File: src/rtl/mole_game_seq_if.sv
// mole_game_seq_if
// Groups the signals between the game sequencer and the blocks around it.
// The sequencer connects through the slave modport. The driver of the key,
// mole and sound-busy inputs connects through the master modport.
//   btn_pulse/btn_value : decoded key press, valid for one cycle
//   mole_mask           : bit i set = mole visible in hole i+1
//   snd_busy            : sound manager is playing
//   state..snd_mode     : registered sequencer outputs
interface mole_game_seq_if #(
    parameter int N_HOLES = 8,
    parameter int SCORE_W = 10
);
    logic               btn_pulse;
    logic [3:0]         btn_value;
    logic [N_HOLES-1:0] mole_mask;
    logic               snd_busy;
    logic [2:0]         state;
    logic [1:0]         stage;
    logic [1:0]         lives;
    logic [SCORE_W-1:0] score;
    logic [6:0]         timer;
    logic               play_en;
    logic               hit_pulse;
    logic               miss_pulse;
    logic               snd_trig;
    logic [2:0]         snd_mode;

    modport master (
        output btn_pulse, btn_value, mole_mask, snd_busy,
        input  state, stage, lives, score, timer, play_en,
        input  hit_pulse, miss_pulse, snd_trig, snd_mode
    );

    modport slave (
        input  btn_pulse, btn_value, mole_mask, snd_busy,
        output state, stage, lives, score, timer, play_en,
        output hit_pulse, miss_pulse, snd_trig, snd_mode
    );
endinterface

File: src/rtl/mole_game_seq.sv
// mole_game_seq
// Whack-a-mole game sequencer. It runs the READY / COUNTDOWN / PLAY / PAUSE
// flow and the three end screens. It keeps its own one-second tick and a
// seconds timer, and it scores hits with combo doubling and saturation. It
// also issues one-cycle sound requests to the sound manager.
// Ports:
//   clk_1mhz : system clock
//   rst      : asynchronous, active-high reset
//   bus      : slave side of mole_game_seq_if. Carries the key, mole and
//              sound-busy inputs, and the registered state, stage, lives,
//              score, timer, play_en, pulse and sound outputs.
module mole_game_seq #(
    parameter int N_HOLES       = 8,
    parameter int N_STAGES      = 3,
    parameter int MAX_LIVES     = 3,
    parameter int READY_SEC     = 3,
    parameter int STAGE_SEC     = 60,
    parameter int TICKS_PER_SEC = 1000000,
    parameter int SCORE_W       = 10,
    parameter int COMBO_TH      = 4,
    parameter int START_KEY     = 10,
    parameter int PAUSE_KEY     = 11
) (
    input  logic             clk_1mhz,
    input  logic             rst,
    mole_game_seq_if.slave   bus
);
    localparam int TICK_W = (TICKS_PER_SEC > 1) ? $clog2(TICKS_PER_SEC) : 1;
    localparam logic [TICK_W-1:0] TICK_LAST = TICK_W'(TICKS_PER_SEC - 1);

    typedef enum logic [2:0] {
        S_READY     = 3'd0,
        S_COUNTDOWN = 3'd1,
        S_PLAY      = 3'd2,
        S_PAUSE     = 3'd3,
        S_STAGE_CLR = 3'd4,
        S_GAME_OVER = 3'd5,
        S_GAME_CLR  = 3'd6
    } state_e;

    typedef enum logic { PH_FIRE, PH_WAIT } phase_e;

    state_e             state_q, state_d;
    phase_e             phase_q, phase_d;
    logic [1:0]         wait_cnt_q, wait_cnt_d;
    logic [1:0]         stage_q, stage_d;
    logic [1:0]         lives_q, lives_d;
    logic [SCORE_W-1:0] score_q, score_d;
    logic [6:0]         timer_q, timer_d;
    logic [3:0]         combo_q, combo_d;
    logic [TICK_W-1:0]  tick_q, tick_d;
    logic               play_en_q, play_en_d;
    logic               hit_pulse_q, hit_pulse_d;
    logic               miss_pulse_q, miss_pulse_d;
    logic               snd_trig_q, snd_trig_d;
    logic [2:0]         snd_mode_q, snd_mode_d;

    logic               start_press, pause_press, hole_press, hole_hit;
    logic               tick_wrap;
    logic [SCORE_W:0]   score_sum;

    assign start_press = bus.btn_pulse && (bus.btn_value == 4'(START_KEY));
    assign pause_press = bus.btn_pulse && (bus.btn_value == 4'(PAUSE_KEY));
    assign tick_wrap   = (tick_q == TICK_LAST);
    // Extra top bit catches overflow so the score can saturate.
    assign score_sum   = {1'b0, score_q} +
                         ((combo_q >= 4'(COMBO_TH)) ? (SCORE_W+1)'(2) : (SCORE_W+1)'(1));

    // Map the key code onto a hole. Codes outside 1..N_HOLES never match.
    always_comb begin
        hole_press = 1'b0;
        hole_hit   = 1'b0;
        for (int i = 0; i < N_HOLES; i++) begin
            if (bus.btn_value == 4'(i + 1)) begin
                hole_press = bus.btn_pulse;
                hole_hit   = bus.mole_mask[i];
            end
        end
    end

    // Next-state logic for the whole sequencer.
    always_comb begin
        state_d      = state_q;
        phase_d      = phase_q;
        wait_cnt_d   = wait_cnt_q;
        stage_d      = stage_q;
        lives_d      = lives_q;
        score_d      = score_q;
        timer_d      = timer_q;
        combo_d      = combo_q;
        tick_d       = tick_q;
        hit_pulse_d  = 1'b0;
        miss_pulse_d = 1'b0;
        snd_trig_d   = 1'b0;
        snd_mode_d   = snd_mode_q;

        case (state_q)
            S_READY: begin
                tick_d = '0;
                if (start_press) begin
                    state_d = S_COUNTDOWN;
                    timer_d = 7'(READY_SEC);
                    // A start from stage 0 begins a fresh game.
                    if (stage_q == 2'd0) begin
                        score_d = '0;
                        combo_d = 4'd0;
                        lives_d = 2'(MAX_LIVES);
                    end
                end
            end

            S_COUNTDOWN: begin
                tick_d = tick_wrap ? '0 : tick_q + 1'b1;
                if (tick_wrap) begin
                    // The zero second is shown for a full second before play.
                    if (timer_q == 7'd0) begin
                        state_d = S_PLAY;
                        timer_d = 7'(STAGE_SEC);
                    end else begin
                        timer_d = timer_q - 7'd1;
                        // A beep is dropped while the sound manager is busy.
                        if (!bus.snd_busy) begin
                            snd_trig_d = 1'b1;
                            snd_mode_d = (timer_q >= 7'd2) ? 3'd1 : 3'd2;
                        end
                    end
                end
            end

            S_PLAY: begin
                tick_d = tick_wrap ? '0 : tick_q + 1'b1;
                if (tick_wrap && timer_q != 7'd0) begin
                    timer_d = timer_q - 7'd1;
                end
                if (lives_q == 2'd0) begin
                    state_d = S_GAME_OVER;
                end else begin
                    if (hole_press && hole_hit) begin
                        score_d     = score_sum[SCORE_W] ? '1 : score_sum[SCORE_W-1:0];
                        combo_d     = (combo_q == 4'd15) ? combo_q : combo_q + 4'd1;
                        hit_pulse_d = 1'b1;
                        snd_trig_d  = 1'b1;
                        snd_mode_d  = 3'd3;
                    end else if (hole_press) begin
                        lives_d      = lives_q - 2'd1;
                        combo_d      = 4'd0;
                        miss_pulse_d = 1'b1;
                        snd_trig_d   = 1'b1;
                        snd_mode_d   = 3'd4;
                    end
                    // A final miss at expiry ends the game rather than the stage.
                    if (hole_press && !hole_hit && lives_q == 2'd1 && timer_q == 7'd0) begin
                        state_d = S_GAME_OVER;
                    end else if (timer_q == 7'd0) begin
                        state_d = (stage_q < 2'(N_STAGES - 1)) ? S_STAGE_CLR : S_GAME_CLR;
                    end else if (pause_press) begin
                        state_d = S_PAUSE;
                    end
                end
            end

            S_PAUSE: begin
                if (pause_press) begin
                    state_d = S_PLAY;
                end
            end

            S_STAGE_CLR, S_GAME_OVER, S_GAME_CLR: begin
                tick_d = '0;
                if (phase_q == PH_FIRE) begin
                    if (!bus.snd_busy) begin
                        snd_trig_d = 1'b1;
                        case (state_q)
                            S_STAGE_CLR: snd_mode_d = 3'd5;
                            S_GAME_OVER: snd_mode_d = 3'd6;
                            default:     snd_mode_d = 3'd7;
                        endcase
                        phase_d    = PH_WAIT;
                        wait_cnt_d = 2'd0;
                    end
                end else begin
                    // Wait covers the cycles snd_busy may need to rise.
                    if (wait_cnt_q != 2'd2) begin
                        wait_cnt_d = wait_cnt_q + 2'd1;
                    end
                    if (wait_cnt_q == 2'd2 && !bus.snd_busy) begin
                        phase_d = PH_FIRE;
                        state_d = S_READY;
                        stage_d = (state_q == S_STAGE_CLR) ? stage_q + 2'd1 : 2'd0;
                    end
                end
            end

            default: state_d = S_READY;
        endcase

        play_en_d = (state_d == S_PLAY);
    end

    // State registers. Reset drops any pending sound immediately.
    always_ff @(posedge clk_1mhz or posedge rst) begin
        if (rst) begin
            state_q      <= S_READY;
            phase_q      <= PH_FIRE;
            wait_cnt_q   <= 2'd0;
            stage_q      <= 2'd0;
            lives_q      <= 2'(MAX_LIVES);
            score_q      <= '0;
            timer_q      <= 7'd0;
            combo_q      <= 4'd0;
            tick_q       <= '0;
            play_en_q    <= 1'b0;
            hit_pulse_q  <= 1'b0;
            miss_pulse_q <= 1'b0;
            snd_trig_q   <= 1'b0;
            snd_mode_q   <= 3'd0;
        end else begin
            state_q      <= state_d;
            phase_q      <= phase_d;
            wait_cnt_q   <= wait_cnt_d;
            stage_q      <= stage_d;
            lives_q      <= lives_d;
            score_q      <= score_d;
            timer_q      <= timer_d;
            combo_q      <= combo_d;
            tick_q       <= tick_d;
            play_en_q    <= play_en_d;
            hit_pulse_q  <= hit_pulse_d;
            miss_pulse_q <= miss_pulse_d;
            snd_trig_q   <= snd_trig_d;
            snd_mode_q   <= snd_mode_d;
        end
    end

    assign bus.state      = state_q;
    assign bus.stage      = stage_q;
    assign bus.lives      = lives_q;
    assign bus.score      = score_q;
    assign bus.timer      = timer_q;
    assign bus.play_en    = play_en_q;
    assign bus.hit_pulse  = hit_pulse_q;
    assign bus.miss_pulse = miss_pulse_q;
    assign bus.snd_trig   = snd_trig_q;
    assign bus.snd_mode   = snd_mode_q;
endmodule

File: src/flat_wrapper.sv
// flat-port wrapper written by rule: the top's interface ports become plain ports
module mole_game_seq_flat 
#(
    parameter int N_HOLES       = 8,
    parameter int N_STAGES      = 3,
    parameter int MAX_LIVES     = 3,
    parameter int READY_SEC     = 3,
    parameter int STAGE_SEC     = 60,
    parameter int TICKS_PER_SEC = 1000000,
    parameter int SCORE_W       = 10,
    parameter int COMBO_TH      = 4,
    parameter int START_KEY     = 10,
    parameter int PAUSE_KEY     = 11
)
  (clk_1mhz, rst, bus_btn_pulse, bus_btn_value, bus_mole_mask, bus_snd_busy, bus_state, bus_stage, bus_lives, bus_score, bus_timer, bus_play_en, bus_hit_pulse, bus_miss_pulse, bus_snd_trig, bus_snd_mode);
  mole_game_seq_if #(.N_HOLES(N_HOLES), .SCORE_W(SCORE_W)) bus_i ();
  input  logic clk_1mhz;
  input  logic rst;
  input wire logic [$bits(bus_i.btn_pulse)-1:0] bus_btn_pulse;
  input wire logic [$bits(bus_i.btn_value)-1:0] bus_btn_value;
  input wire logic [$bits(bus_i.mole_mask)-1:0] bus_mole_mask;
  input wire logic [$bits(bus_i.snd_busy)-1:0] bus_snd_busy;
  output wire logic [$bits(bus_i.state)-1:0] bus_state;
  output wire logic [$bits(bus_i.stage)-1:0] bus_stage;
  output wire logic [$bits(bus_i.lives)-1:0] bus_lives;
  output wire logic [$bits(bus_i.score)-1:0] bus_score;
  output wire logic [$bits(bus_i.timer)-1:0] bus_timer;
  output wire logic [$bits(bus_i.play_en)-1:0] bus_play_en;
  output wire logic [$bits(bus_i.hit_pulse)-1:0] bus_hit_pulse;
  output wire logic [$bits(bus_i.miss_pulse)-1:0] bus_miss_pulse;
  output wire logic [$bits(bus_i.snd_trig)-1:0] bus_snd_trig;
  output wire logic [$bits(bus_i.snd_mode)-1:0] bus_snd_mode;
  assign bus_i.btn_pulse = bus_btn_pulse;
  assign bus_i.btn_value = bus_btn_value;
  assign bus_i.mole_mask = bus_mole_mask;
  assign bus_i.snd_busy = bus_snd_busy;
  assign bus_state = bus_i.state;
  assign bus_stage = bus_i.stage;
  assign bus_lives = bus_i.lives;
  assign bus_score = bus_i.score;
  assign bus_timer = bus_i.timer;
  assign bus_play_en = bus_i.play_en;
  assign bus_hit_pulse = bus_i.hit_pulse;
  assign bus_miss_pulse = bus_i.miss_pulse;
  assign bus_snd_trig = bus_i.snd_trig;
  assign bus_snd_mode = bus_i.snd_mode;
  mole_game_seq #(.N_HOLES(N_HOLES), .N_STAGES(N_STAGES), .MAX_LIVES(MAX_LIVES), .READY_SEC(READY_SEC), .STAGE_SEC(STAGE_SEC), .TICKS_PER_SEC(TICKS_PER_SEC), .SCORE_W(SCORE_W), .COMBO_TH(COMBO_TH), .START_KEY(START_KEY), .PAUSE_KEY(PAUSE_KEY)) u_core (.clk_1mhz(clk_1mhz), .rst(rst), .bus(bus_i));
endmodule
File: config.mk
export PLATFORM = sky130hd
export DESIGN_NAME = mole_game_seq_flat
export DESIGN_NICKNAME = d
export VERILOG_FILES = /design/src/rtl/mole_game_seq_if.sv /design/src/rtl/mole_game_seq.sv /design/src/flat_wrapper.sv
export SDC_FILE = /design/constraint.sdc
export NUM_CORES = 1
export LEC_CHECK = 0
export BUFFER_PORTS_ARGS = -buffer_cell sky130_fd_sc_hd__buf_2
export CORE_MARGIN = 10
export CORE_UTILIZATION = 50
export CTS_CLUSTER_DIAMETER = 200
export DETAILED_ROUTE_END_ITERATION = 6
export GPL_ROUTABILITY_DRIVEN = 0
export PLACE_DENSITY = 0.78
export SLEW_MARGIN = 20
export SYNTH_ARGS = -nofsm -noshare
export SYNTH_HDL_FRONTEND = slang
export SYNTH_SLANG_ARGS = --single-unit
File: constraint.sdc
create_clock -name clk_1mhz -period 2.95 [get_ports clk_1mhz]
set_clock_uncertainty 0.2 [all_clocks]
set_input_delay 0.1475 -clock clk_1mhz [delete_from_list [all_inputs] [get_ports clk_1mhz]]
set_output_delay 0.1475 -clock clk_1mhz [all_outputs]
set_load 0.01 [all_outputs]
# Yosys cells after proc, flatten, opt, wreduce, memory -nomap -nowiden

Cells that the tools add are included.

Register bits: 58
Bits of input ports: 16
Output and inout port bits: 31
Word-level logic and storage cells: 177

$add $sub $neg: 7
$lt $le $gt $ge: 3
Equal/unequal tests: 38
Multiplexer cells: 86
Reduce and logical (&&, ||, !) cells: 29

Operators by type and width:

| kind                    | count |
|---|---|
| $mux W3                 | 18 |
| $mux W10                | 5 |
| $pmux W20 S2            | 1 |
| $mux W1                 | 31 |
| $mux W7                 | 4 |
| $mux W2                 | 12 |
| $mux W4                 | 6 |
| $pmux W7 S3             | 1 |
| $add A20 B1 Y20 const B | 1 |
| $eq A20 B20 Y1 const B  | 1 |
| $mux W20                | 1 |
| $pmux W10 S2            | 1 |
| $eq A4 B3 Y1 const B    | 4 |
| $eq A4 B4 Y1 const B    | 4 |
| $ne A2 B2 Y1 const B    | 8 |
| $pmux W3 S5             | 1 |
| $ne A2 B1 Y1 const B    | 7 |
| $reduce_and A6 Y1       | 2 |
| $add A10 B11 Y11        | 1 |
| $eq A3 B2 Y1 const B    | 3 |
| $eq A3 B3 Y1 const B    | 3 |
| $pmux W3 S3             | 1 |
| $eq A4 B2 Y1 const B    | 2 |
| $logic_and A1 B1 Y1     | 8 |
| other kinds (30)        | 37 |

# Logic depth before layout (Yosys ltp)

Gate-level depths: netlist of run 1.

Depth after elaboration: 17
Depth in mapped cells: 9
Gate-level depth less buffers: 9

# Worst setup path before layout of run 1

No wires, ideal clock.

Kind: register -> register
Start point: register u_core.timer_q[0], in the netlist u_core.bus.timer[0]
End point: register u_core.timer_q[1], in the netlist u_core.bus.timer[1]
Library setup time: 125 ps
Data arrival time: 2,038 ps
Required time: 2,625 ps
Setup slack: 587 ps
Cell stages (with the launch flop): 8
Buffers on the path: 0
Clock period less this slack: 2,363 ps
Path through: dfrtp_1 > inv_1 > ha_1 > or3b_2 > o21ai_0 > nor3_1 > o21ai_2 > mux2_2

Word-level cells in the longest chain between the ends: 4
Elaborated cells between the ends (all ways): 10
Classes of those cells: add/sub: 1; eq/ne: 1; mux: 4; reduce/logical: 4

RTL lines:

| what                                                    | line                                       | RTL |
|---|---|---|
| start: declaration                                      | mole_game_seq.sv:49                        | `logic [6:0] timer_q, timer_d;` |
| start signal: assignment                                | mole_game_seq.sv:224                       | `timer_q <= timer_d;` |
| $sub A7 B1 Y7, or another cell as far along             | mole_game_seq.sv:120, mole_game_seq.sv:133 |  |
| $mux W7 / $logic_and A1 B1 Y1 (equally long branches)   | mole_game_seq.sv:116, mole_game_seq.sv:132 |  |
| $mux W7 / $ne A2 B1 Y1 (equally long branches)          | -                                          |  |
| $pmux W7 S3 / $reduce_and A4 Y1 (equally long branches) | -                                          |  |

Several ways; a longest one is shown, not always the timed one. The select of a mux whose other input is x is not followed.
A chain may end at the register's enable or synchronous reset.

# Worst setup path in the final report of run 1

Start point: register u_core.tick_q[10]
End point: register u_core.timer_q[2], in the netlist u_core.bus.timer[2]

Word-level cells in the longest chain between the ends: 4
Elaborated cells between the ends (all ways): 5
Classes of those cells: eq/ne: 3; reduce/logical: 2

RTL lines:

| what                                   | line                 | RTL |
|---|---|---|
| start: declaration                     | mole_game_seq.sv:51  | `logic [TICK_W-1:0] tick_q, tick_d;` |
| start signal: assignment               | mole_game_seq.sv:226 | `tick_q <= tick_d;` |
| $eq A20 B20 Y1 (*)                     | mole_game_seq.sv:64  | `assign tick_wrap = (tick_q == TICK_LAST);` |
| $logic_and A1 B1 Y1                    | mole_game_seq.sv:132 | `if (tick_wrap && timer_q != 7'd0) begin` |
| $ne A2 B1 Y1 (no source line)          | -                    |  |
| $reduce_and A4 Y1 (no source line) (*) | -                    |  |

Mark *: on every way between the ends. The rest lies on a longest branch, timed or not.

==> summary.md, run 1 <==
| Metric | Value |
|---|---|
| Die area | `11,290 µm²` |
| Detailed-route via count | `3,501` |
| H-tree levels | `3` |
| Worst hold path type | `in2reg` |
| Slew @ Worst Pin | `0.6063 ns` |
| DRC violations left | `0` |
| Power Density | `~740 nW/µm²` |
| Final core utilization | `between 50% and 60%` |
| Setup repair bufs after CTS | `0` |
| Area contributors post-synth | `dfrtp_1 38%, a21oi_1 4.0%, ha_1 3.4%` |
| Initial antenna violation count | `0` |
| Max clock buf depth | `2` |
| Unrepaired setup endpoints after global routing | `false` |
| Design area | `4352 µm²` |
| Starting utilization of the core area | `between 50% and 60%` |
| Post-synth net total | `~450` |
| Max-slew violation count | `0` |
| Startpoint types | `flip-flop` |
| Post-Syn Area | `3720 µm²` |
| Router iterations before antenna repair | `5` |
| Synth cell types | `71` |
| Horiz. Die Dim | `106.3 µm` |
| Clock Sinks | `58` |
| Largest net degree at the start of global routing | `29` |
| Synth Register Bits | `58` |
| Yosys warnings | `0` |
| Total GRT Usage | `between 10% and 20%` |
| Relative slew margins | `59.27%` |
| Worst Path Class, Setup | `reg2reg` |
| Post-DR wirelength/cell | `about 17 µm` |
| Final period utilization | `between 80% and 90%` |
| Peak Freq | `383.5 MHz` |
| Cts hold-fix bufs | `2` |
| Total Wirelength | `~9600 µm` |
| I/O pin total | `47` |
| Post-synthesis cell count | `between 400 and 500` |
| Asr flop ratio synth | `100.0%` |
| Clk_lat worst skew | `0.35 ns` |
| Clock-pin slew on the worst setup and hold paths | `roughly 0.07 ns` |
| Crit. End Element | `flip-flop` |
| Synth top area share | `37.67%` |
| Ratio of cells with drive above 1 in the final layout | `18.92%` |
| Vias in the first global route | `3,465` |
| Number of enable flip-flop cells after synthesis | `0` |
| Initial DRC count | `319` |
| Non-Filler Instances | `580` |
| Die height | `106.3 µm` |
| IR drop worst, VDD | `0.0004246 V` |
| Placed cell area | `4058 µm²` |
| Number of setup violations in the final report | `0` |
| FP Rows | `31` |
| Post-DRT Antenna Nets | `0` |
| CTS Buf Count | `9` |
| Fin. Hold Viols | `0` |
| # nets final | `between 500 and 600` |
| Leakage | `0.001916 µW` |
| Worst Path Max Fanout | `5` |
| Yosys top cell by area | `dfrtp_1` |
| Dpl hpwl | `7063 µm` |
| Total core area | `7253 µm²` |
| Sequential area share after synthesis | `39.09%` |
| Final min period | `roughly 2.6 ns` |
| Data required, critical path | `2.99 ns` |
| Crit path DAT | `2.64 ns` |
| Final global-route overflow total | `0` |
| Area Growth Syn to Fin | `16.99%` |
| First-pass GRT wire length | `16,250 µm` |
| Setup_tns | `0 ns` |
| Antenna fix cells | `0` |
| Placed Instances | `562` |
| Status | `completed` |
| Primary FF master, synth | `dfrtp_1` |
| Mapped Avg Cell Area | `between 8 and 9 µm²` |
| Vias/cell | `6.036` |
| Port Buffers | `46` |
| # resized after CTS | `0` |
| Clock root cell | `clkbuf_8` |
| CTS tree | `built` |
| Max-Cap Viols | `0` |
| Fillers | `642` |
==> cell type report <==
| type | count | area [µm²] | area share [%] |
|---|---|---|---|
| flip-flops and latches | 58 | 1454 | 33.41 |
| multi-input cells | 318 | 2066 | 47.47 |
| inverters | 33 | 123.9 | 2.846 |
| well taps | 99 | 123.9 | 2.846 |
| clock inverters | 6 | 136.4 | 3.134 |
| clock buffers | 10 | 137.6 | 3.163 |
| repair buffers | 56 | 310.3 | 7.131 |
==> worst paths after layout <==
path | slack (ns) | endpoint | from | cells past startpoint
hold / removal | 0.01 | u_core.bus.miss_pulse | bus_btn_pulse | 3
max in group asynchronous | 1.63 | u_core.bus.state[0] | rst | 4
min in group asynchronous | 0.21 | u_core.bus.hit_pulse | rst | 3
setup reg to reg | 0.34 | u_core.bus.timer[2] | u_core.tick_q[10] | 5
setup / recovery | 0.34 | u_core.bus.timer[2] | u_core.tick_q[10] | 5
hold reg to reg | 0.31 | u_core.bus.stage[1] | u_core.bus.stage[1] | 2
==> flip-flops by register name, indices dropped and copies added, names as in the netlist, 2 cells and up <==
name                 flops
u_core.tick_q           20
u_core.bus.state         3
u_core.bus.stage         2
u_core.bus.score        10
u_core.bus.snd_mode      3
u_core.wait_cnt_q        2
u_core.combo_q           4
u_core.bus.lives         2
u_core.bus.timer         7
==> cells in the final DEF, fill, tap and decap left out, drive strengths merged, types with 3 or more instances in the layout <==
| master | synthesis | layout |
|---|---|---|
| nor2 | 32 | 32 |
| bufinv | 0 | 4 |
| nor3b | 4 | 4 |
| and3 | 6 | 6 |
| o21ai | 27 | 27 |
| xnor2 | 14 | 14 |
| a211oi | 6 | 6 |
| nor2b | 4 | 4 |
| nand4 | 14 | 14 |
| and4 | 5 | 5 |
| mux2i | 3 | 3 |
| buf | 10 | 54 |
| nand2 | 32 | 32 |
| a2bb2oi | 3 | 3 |
| o221ai | 3 | 3 |
| a21o | 7 | 7 |
| and2 | 9 | 9 |
| dfrtp | 56 | 56 |
| o2bb2ai | 5 | 5 |
| a21oi | 31 | 31 |
| o31ai | 7 | 7 |
| xor2 | 4 | 4 |
| a31oi | 8 | 8 |
| nand3 | 21 | 21 |
| o21a | 7 | 7 |
| clkbuf | 5 | 10 |
| or2 | 4 | 4 |
| nor4 | 4 | 4 |
| nor3 | 11 | 11 |
| ha | 10 | 10 |
| o211ai | 4 | 4 |
| inv | 33 | 34 |
| a221o | 3 | 3 |
==> layer usage <==
metal	part of all wire (%)	GRT usage [%]
met5	0	0
met4	2.2	6.286
met3	7.5	5.072
met2	48	28.09
met1	42	21.21
==> report_power, final <==
| group | leakage, µW | switching, µW | internal [µW] |
|---|---|---|---|
| Sequential | 0.000746 | 212 | 976 |
| Clock | 0.000133 | 345 | 672 |
| Combinational | 0.00104 | 609 | 420 |
==> synthesized netlist by cell type (all sizes together) (3+ instances only) <==
cell type	number
and3	6
buf	10
nor2	32
o221ai	3
o211ai	4
mux2i	3
and2	9
o2bb2ai	5
dfrtp	56
o31ai	7
nor4	4
clkbuf	5
nand2	32
or2	4
o21a	7
a211oi	6
nor3	11
o21ai	27
and4	5
nor3b	4
nand4	14
a221o	3
ha	10
a21o	7
a31oi	8
inv	33
nor2b	4
a2bb2oi	3
nand3	21
xnor2	14
xor2	4
a21oi	31
==> critical path, stage by stage (launching register included) <==
cell and delay (ns):
dfrtp_1 0.41, nor4b_1 0.51, nand4_1 0.30, nor3_1 0.59, o21ai_0 0.16, a221o_1 0.33
==> logic make-up (layout without fill, tap and decap cells) <==
| family | Yosys count | after routing | synth area share [%] |
|---|---|---|---|
| buf+inv | 48 | 105 | 5.382 |
| compound gates | 126 | 126 | 23.24 |
| fa+ha+maj | 11 | 11 | 3.902 |
| simple gates | 158 | 158 | 22.74 |
| mux | 5 | 5 | 1.413 |
| xor+xnor | 18 | 18 | 4.238 |
| flops | 58 | 58 | 39.08 |
==> stage by stage <==
| step | hold slack [ns] | total power [µW] | setup WS, ns |
|---|---|---|---|
| floorplan | 0.1641 | 1842 | 0.5873 |
| global placement | 0.04888 | 2181 | 0.4980 |
| detailed placement | 0.04567 | 2212 | 0.4406 |
| CTS | 0.008047 | 3239 | 0.3950 |
| global route | 0.04574 | 3439 | 0.2166 |
| finish | 0.01254 | 3235 | 0.3425 |
Note: power is estimated with default switching activity, not from simulation.
==> inputs of run 2 (changes only) <==
--- a/config.mk
+++ b/config.mk
@@ -6,7 +6,7 @@
 export NUM_CORES = 1
 export LEC_CHECK = 0
 export BUFFER_PORTS_ARGS = -buffer_cell sky130_fd_sc_hd__buf_2
-export CORE_MARGIN = 10
+export CORE_MARGIN = 1.5
 export CORE_UTILIZATION = 50
 export CTS_CLUSTER_DIAMETER = 200
 export DETAILED_ROUTE_END_ITERATION = 6
==> summary.md, run 2 (same netlist as run 1, synthesis figures left out) <==
| Metric | Value |
|---|---|
| Status | `completed` |
| Leakage | `0.001887 µW` |
| Largest Register | `u_core.tick_q` |
| Clock root cell | `clkbuf_8` |
| Most common library cell in the layout ignoring fill and taps | `dfrtp_1` |
| Die height | `89.26 µm` |
| Router iterations before antenna repair | `5` |
| Max-slew violation count | `0` |
| R2R setup slack | `0.40 ns` |
| Slew @ Worst Pin | `between 0.6 and 0.7 ns` |
| Detailed-route via count | `3,458` |
| Final setup margin | `roughly 0.40 ns` |
| Reg2Reg Depth | `7` |
| Vias in the first global route | `3,176` |
| WHS Path Cells | `3` |
| First-pass GRT wire length | `14,990 µm` |
| CTS Buf Count | `9` |
| Relative slew margins | `55.28%` |
| Crit. End Element | `flip-flop` |
| Hold Crit Start | `bus_btn_pulse` |
| Max reg flops | `20` |
| Crit path DAT | `2.59 ns` |
| Largest net degree at the start of global routing | `33` |
| I/O pin total | `47` |
| Fin. Hold Viols | `0` |
| Area Growth Syn to Fin | `15.10%` |
| Horiz. Die Dim | `between 80 and 90 µm` |
| Pre-CTS WS | `0.4449 ns` |
| WHS Endpoint | `u_core.bus.miss_pulse` |
| H-tree levels | `3` |
| Final min period | `2.548 ns` |
| Antenna fix cells | `0` |
| Worst Path Class, Setup | `reg2reg` |
| Pwr Total | `2946 µW` |
| Total core area | `7214 µm²` |
| IR drop worst, VDD | `0.0003166 V` |
| Most frequent cells in the layout | `56 x dfrtp_1, 46 x buf_2, 32 x inv_1, 32 x nor2_1, 32 x nand2_1` |
| RR Endpoint | `u_core.bus.timer[1]` |
| Post-DR wirelength/cell | `roughly 16 µm` |
| Final period utilization | `roughly 86%` |
| DRC violations left | `0` |
| Total Wirelength | `between 9000 and 10,000 µm` |
| Unrepaired setup endpoints after global routing | `false` |
| Total GRT Usage | `24.94%` |
| Startpoint types | `flip-flop` |
| Clock Sinks | `58` |
| Setup_tns | `0 ns` |
| Worst Path Max Fanout | `6` |
| Vias/cell | `5.962` |
| Max clock buf depth | `2` |
| Final global-route overflow total | `0` |
| Power Density | `688.1 nW/µm²` |
| Worst reg2reg startpoint | `u_core.bus.timer[0]` |
| CTS tree | `built` |
| Number of setup violations in the final report | `0` |
| # resized after CTS | `0` |
| Clock-pin slew on the worst setup and hold paths | `around 0.06 ns` |
| Dpl hpwl | `around 6700 µm` |
| Ratio of cells with drive above 1 in the final layout | `18.92%` |
| Final core utilization | `59.35%` |
| Port Buffers | `46` |
| Initial antenna violation count | `0` |
| Initial DRC count | `347` |
| Worst hold path type | `in2reg` |
| Die area | `approximately 8000 µm²` |
| Clk_lat worst skew | `roughly 0.35 ns` |
| Data required, critical path | `2.99 ns` |
| Peak Freq | `392.4 MHz` |
| FP Rows | `31` |
| Hold Slack | `0.02769 ns` |
| Post-DRT Antenna Nets | `0` |
| # nets final | `503` |
| Max-Cap Viols | `0` |
| Starting utilization of the core area | `51.56%` |
[run 2: cell types whose count changed in the layout (fill, tap and decap cells not counted)]
cell / change
bufinv_16: -3
clkinv_2: +3
inv_6: -1
clkbuf_8: +1
[run 2: layout make-up]
class / instances / area [µm²]
Fill cell: 667 / 2933
Tap cell: 99 / 123.9
Clock buffer: 11 / 151.4
Inverter: 33 / 123.9
Clock inverter: 5 / 52.55
Timing Repair Buffer: 56 / 310.3
Multi-Input combinational cell: 318 / 2066
Sequential cell: 58 / 1454
[run 2: where the power goes]
part	switching (µW)	internal [µW]	leakage [µW]	total [µW]
logic	587	410	0.00104	997
registers	220	976	0.000746	1200
clock network	322	431	0.000105	753
[run 2: metal layers]
layer | global-route usage, % | share of wire [%] | vias to the layer above
met5 | 0 | 0 | -
met3 | 7.018 | 6.6 | 16
li1 | - | - | 1670
met2 | 40.67 | 48 | 111
met4 | 9.930 | 1.8 | 0
met1 | 31.37 | 44 | 1661
[run 2: what timing repair did]
item / in CTS / in global routing
hold buffers: 2 / 0
setup buffers: 0 / 0
hold endpoints to repair: 31 / 0
[run 2: metrics by stage]
| step | std cells | cell area (µm²) |
|---|---|---|
| finish | 580 | 4282 |
| global route | 580 | 4282 |
| CTS | 580 | 4282 |
| detailed placement | 562 | 4058 |
| global placement | 562 | 4058 |
| floorplan | 424 | 3720 |
[run 2: critical path: stages (launching register included)]
cell,delay (ns)
dfrtp_1,0.42
inv_1,0.10
ha_1,0.20
or3b_2,0.52
o21ai_0,0.24
nor3_1,0.15
o21ai_2,0.26
mux2_2,0.36
[run 2: worst max path at each step]
stage	startpoint	endpoint
2_1_floorplan	u_core.bus.timer[0]	u_core.bus.timer[1]
3_5_place_dp	u_core.bus.timer[0]	u_core.bus.timer[1]
6_report	u_core.bus.timer[0]	u_core.bus.timer[1]
3_3_place_gp	u_core.bus.timer[0]	u_core.bus.timer[1]
5_1_grt	u_core.tick_q[7]	u_core.bus.timer[1]
4_1_cts	u_core.bus.timer[0]	u_core.bus.timer[1]
==> inputs of run 3 (changes only) <==
--- a/config.mk
+++ b/config.mk
@@ -8,11 +8,11 @@
 export BUFFER_PORTS_ARGS = -buffer_cell sky130_fd_sc_hd__buf_2
 export CORE_MARGIN = 1.5
 export CORE_UTILIZATION = 50
+export CTS_BUF_LIST = sky130_fd_sc_hd__clkbuf_16
 export CTS_CLUSTER_DIAMETER = 200
 export DETAILED_ROUTE_END_ITERATION = 6
 export GPL_ROUTABILITY_DRIVEN = 0
 export PLACE_DENSITY = 0.78
-export SLEW_MARGIN = 20
 export SYNTH_ARGS = -nofsm -noshare
 export SYNTH_HDL_FRONTEND = slang
 export SYNTH_SLANG_ARGS = --single-unit
==> summary.md, run 3 (same netlist as run 1, synthesis figures left out) <==
| Metric | Value |
|---|---|
| FP Rows | `31` |
| R2R setup slack | `just over 0.4 ns` |
| Total GRT Usage | `24.82%` |
| Vias in the first global route | `between 3,000 and 4,000` |
| Fin. Hold Viols | `0` |
| Post-DRT Antenna Nets | `0` |
| Reg2Reg Depth | `7` |
| # nets final | `approximately 500` |
| Antenna fix cells | `0` |
| WHS Path Cells | `3` |
| Startpoint types | `flip-flop` |
| Die height | `89.26 µm` |
| Clk_lat worst skew | `0.33 ns` |
| Worst Path Max Fanout | `6` |
| Largest net degree at the start of global routing | `33` |
| Detailed-route via count | `3,441` |
| CTS Buf Count | `9` |
| Register Area | `1454 µm²` |
| Most common library cell in the layout ignoring fill and taps | `dfrtp_1` |
| DRC violations left | `0` |
| H-tree levels | `3` |
| Ratio of cells with drive above 1 in the final layout | `18.50%` |
| Clock root cell | `clkbuf_16` |
| Horiz. Die Dim | `89.26 µm` |
| Initial antenna violation count | `0` |
| I/O pin total | `47` |
| Peak Freq | `~390 MHz` |
| Max Used Layer | `met4` |
| Clock Sinks | `58` |
| Relative slew margins | `54.62%` |
| Met3 Wirelength | `682 µm` |
| First-pass GRT wire length | `15,080 µm` |
| Total Wirelength | `9157 µm` |
| IR drop worst, VDD | `0.0003520 V` |
| Slew @ Worst Pin | `0.6797 ns` |
| RR Endpoint | `u_core.bus.timer[1]` |
| Final min period | `2.536 ns` |
| Post-DR wirelength/cell | `15.79 µm` |
| Most frequent cells in the layout | `56 x dfrtp_1, 46 x buf_2, 32 x inv_1, 32 x nor2_1, 32 x nand2_1` |
| Crit path DAT | `2.55 ns` |
| Leakage | `0.001922 µW` |
| Total core area | `~7200 µm²` |
| Max-slew violation count | `0` |
| Final period utilization | `85.98%` |
| Initial DRC count | `between 300 and 400` |
| Max reg flops | `20` |
| Max-Cap Viols | `0` |
| Final setup margin | `0.4135 ns` |
| Clock-pin slew on the worst setup and hold paths | `about 0.050 ns` |
| Max clock buf depth | `2` |
| Router iterations before antenna repair | `5` |
| M1 WL | `just under 4000 µm` |
| Setup repair bufs after CTS | `0` |
| Starting utilization of the core area | `51.56%` |
| Worst Path Class, Setup | `reg2reg` |
| Worst reg2reg startpoint | `u_core.bus.timer[0]` |
| Largest Register | `u_core.tick_q` |
| # resized after CTS | `0` |
| Area occupied by multi-input gates | `2066 µm²` |
| WHS Endpoint | `u_core.bus.miss_pulse` |
| Worst hold path type | `in2reg` |
| Power Density | `730.9 nW/µm²` |
| Hold Crit Start | `bus_btn_pulse` |
| Port Buffers | `between 40 and 50` |
| Status | `completed` |
| Final global-route overflow total | `0` |
| Pre-CTS WS | `0.4449 ns` |
| Setup_tns | `0 ns` |
| Die area | `7966 µm²` |
| CTS tree | `built` |
| Metal2 WL | `4367 µm` |
| Crit. End Element | `flip-flop` |
| Fillers | `between 600 and 700` |
| Number of setup violations in the final report | `0` |
| Unrepaired setup endpoints after global routing | `false` |
| Area Growth Syn to Fin | `17.29%` |
| Vias/cell | `5.933` |
| Dpl hpwl | `6657 µm` |
| Data required, critical path | `2.96 ns` |
## run 3: cell count changes in the layout (fill, tap and decap cells not counted), sizes merged
cell and delta:
clkbuf -2, clkinv +2
## run 3: how the worst max path moves through the flow
stage	start	endpoint	slack, ns	depth (start not counted)
3_3_place_gp	u_core.bus.timer[0]	u_core.bus.timer[1]	0.51	7
2_1_floorplan	u_core.bus.timer[0]	u_core.bus.timer[1]	0.59	7
3_5_place_dp	u_core.bus.timer[0]	u_core.bus.timer[1]	0.44	7
4_1_cts	u_core.bus.timer[0]	u_core.bus.timer[1]	0.43	7
6_report	u_core.bus.timer[0]	u_core.bus.timer[1]	0.41	7
5_1_grt	u_core.tick_q[7]	u_core.bus.timer[1]	0.20	5
## run 3: power breakdown
group / internal [µW] / switching [µW]
Sequential: 978 / 222
Clock: 641 / 351
Combinational: 410 / 588
## run 3: worst max-delay path, cell delays in order, from the launching register on
cell     delay, ns
dfrtp_1       0.41
inv_1         0.10
ha_1          0.20
or3b_2        0.52
o21ai_0       0.23
nor3_1        0.15
o21ai_2       0.25
mux2_2        0.36
## run 3: repair_timing
| item | in CTS | in global routing |
|---|---|---|
| hold endpoints to repair | 31 | 0 |
| setup endpoints to repair | 0 | 0 |
| hold buffers | 2 | 0 |
## run 3: routing by layer
metal / vias to the layer above / track usage, %
li1: 1674 / -
met1: 1633 / 31.43
met2: 116 / 41.42
met3: 18 / 6.464
met4: 0 / 8.252
met5: - / 0
## run 3: layout make-up
cell class | count | share of cell area (%)
Inverter | 33 | 2.839
Sequential cell | 58 | 33.32
Timing Repair Buffer | 56 | 7.112
Clock buffer | 9 | 5.162
Clock inverter | 7 | 1.377
Tap cell | 99 | 2.839
Multi-Input combinational cell | 318 | 47.35
## run 3: per-stage QoR
step           utilization [%]  std cells  total power [µW]  hold WS (ns)  cell area, µm²
4_1_cts                  60.48        580              3202       0.04983            4363
6_report                 60.48        580              3189       0.05391            4363
3_3_place_gp             56.24        562              2154       0.07574            4058
3_5_place_dp             56.24        562              2190       0.08525            4058
2_1_floorplan                -        424              1842        0.1641            3720
5_1_grt                  60.48        580              3391       0.09525            4363
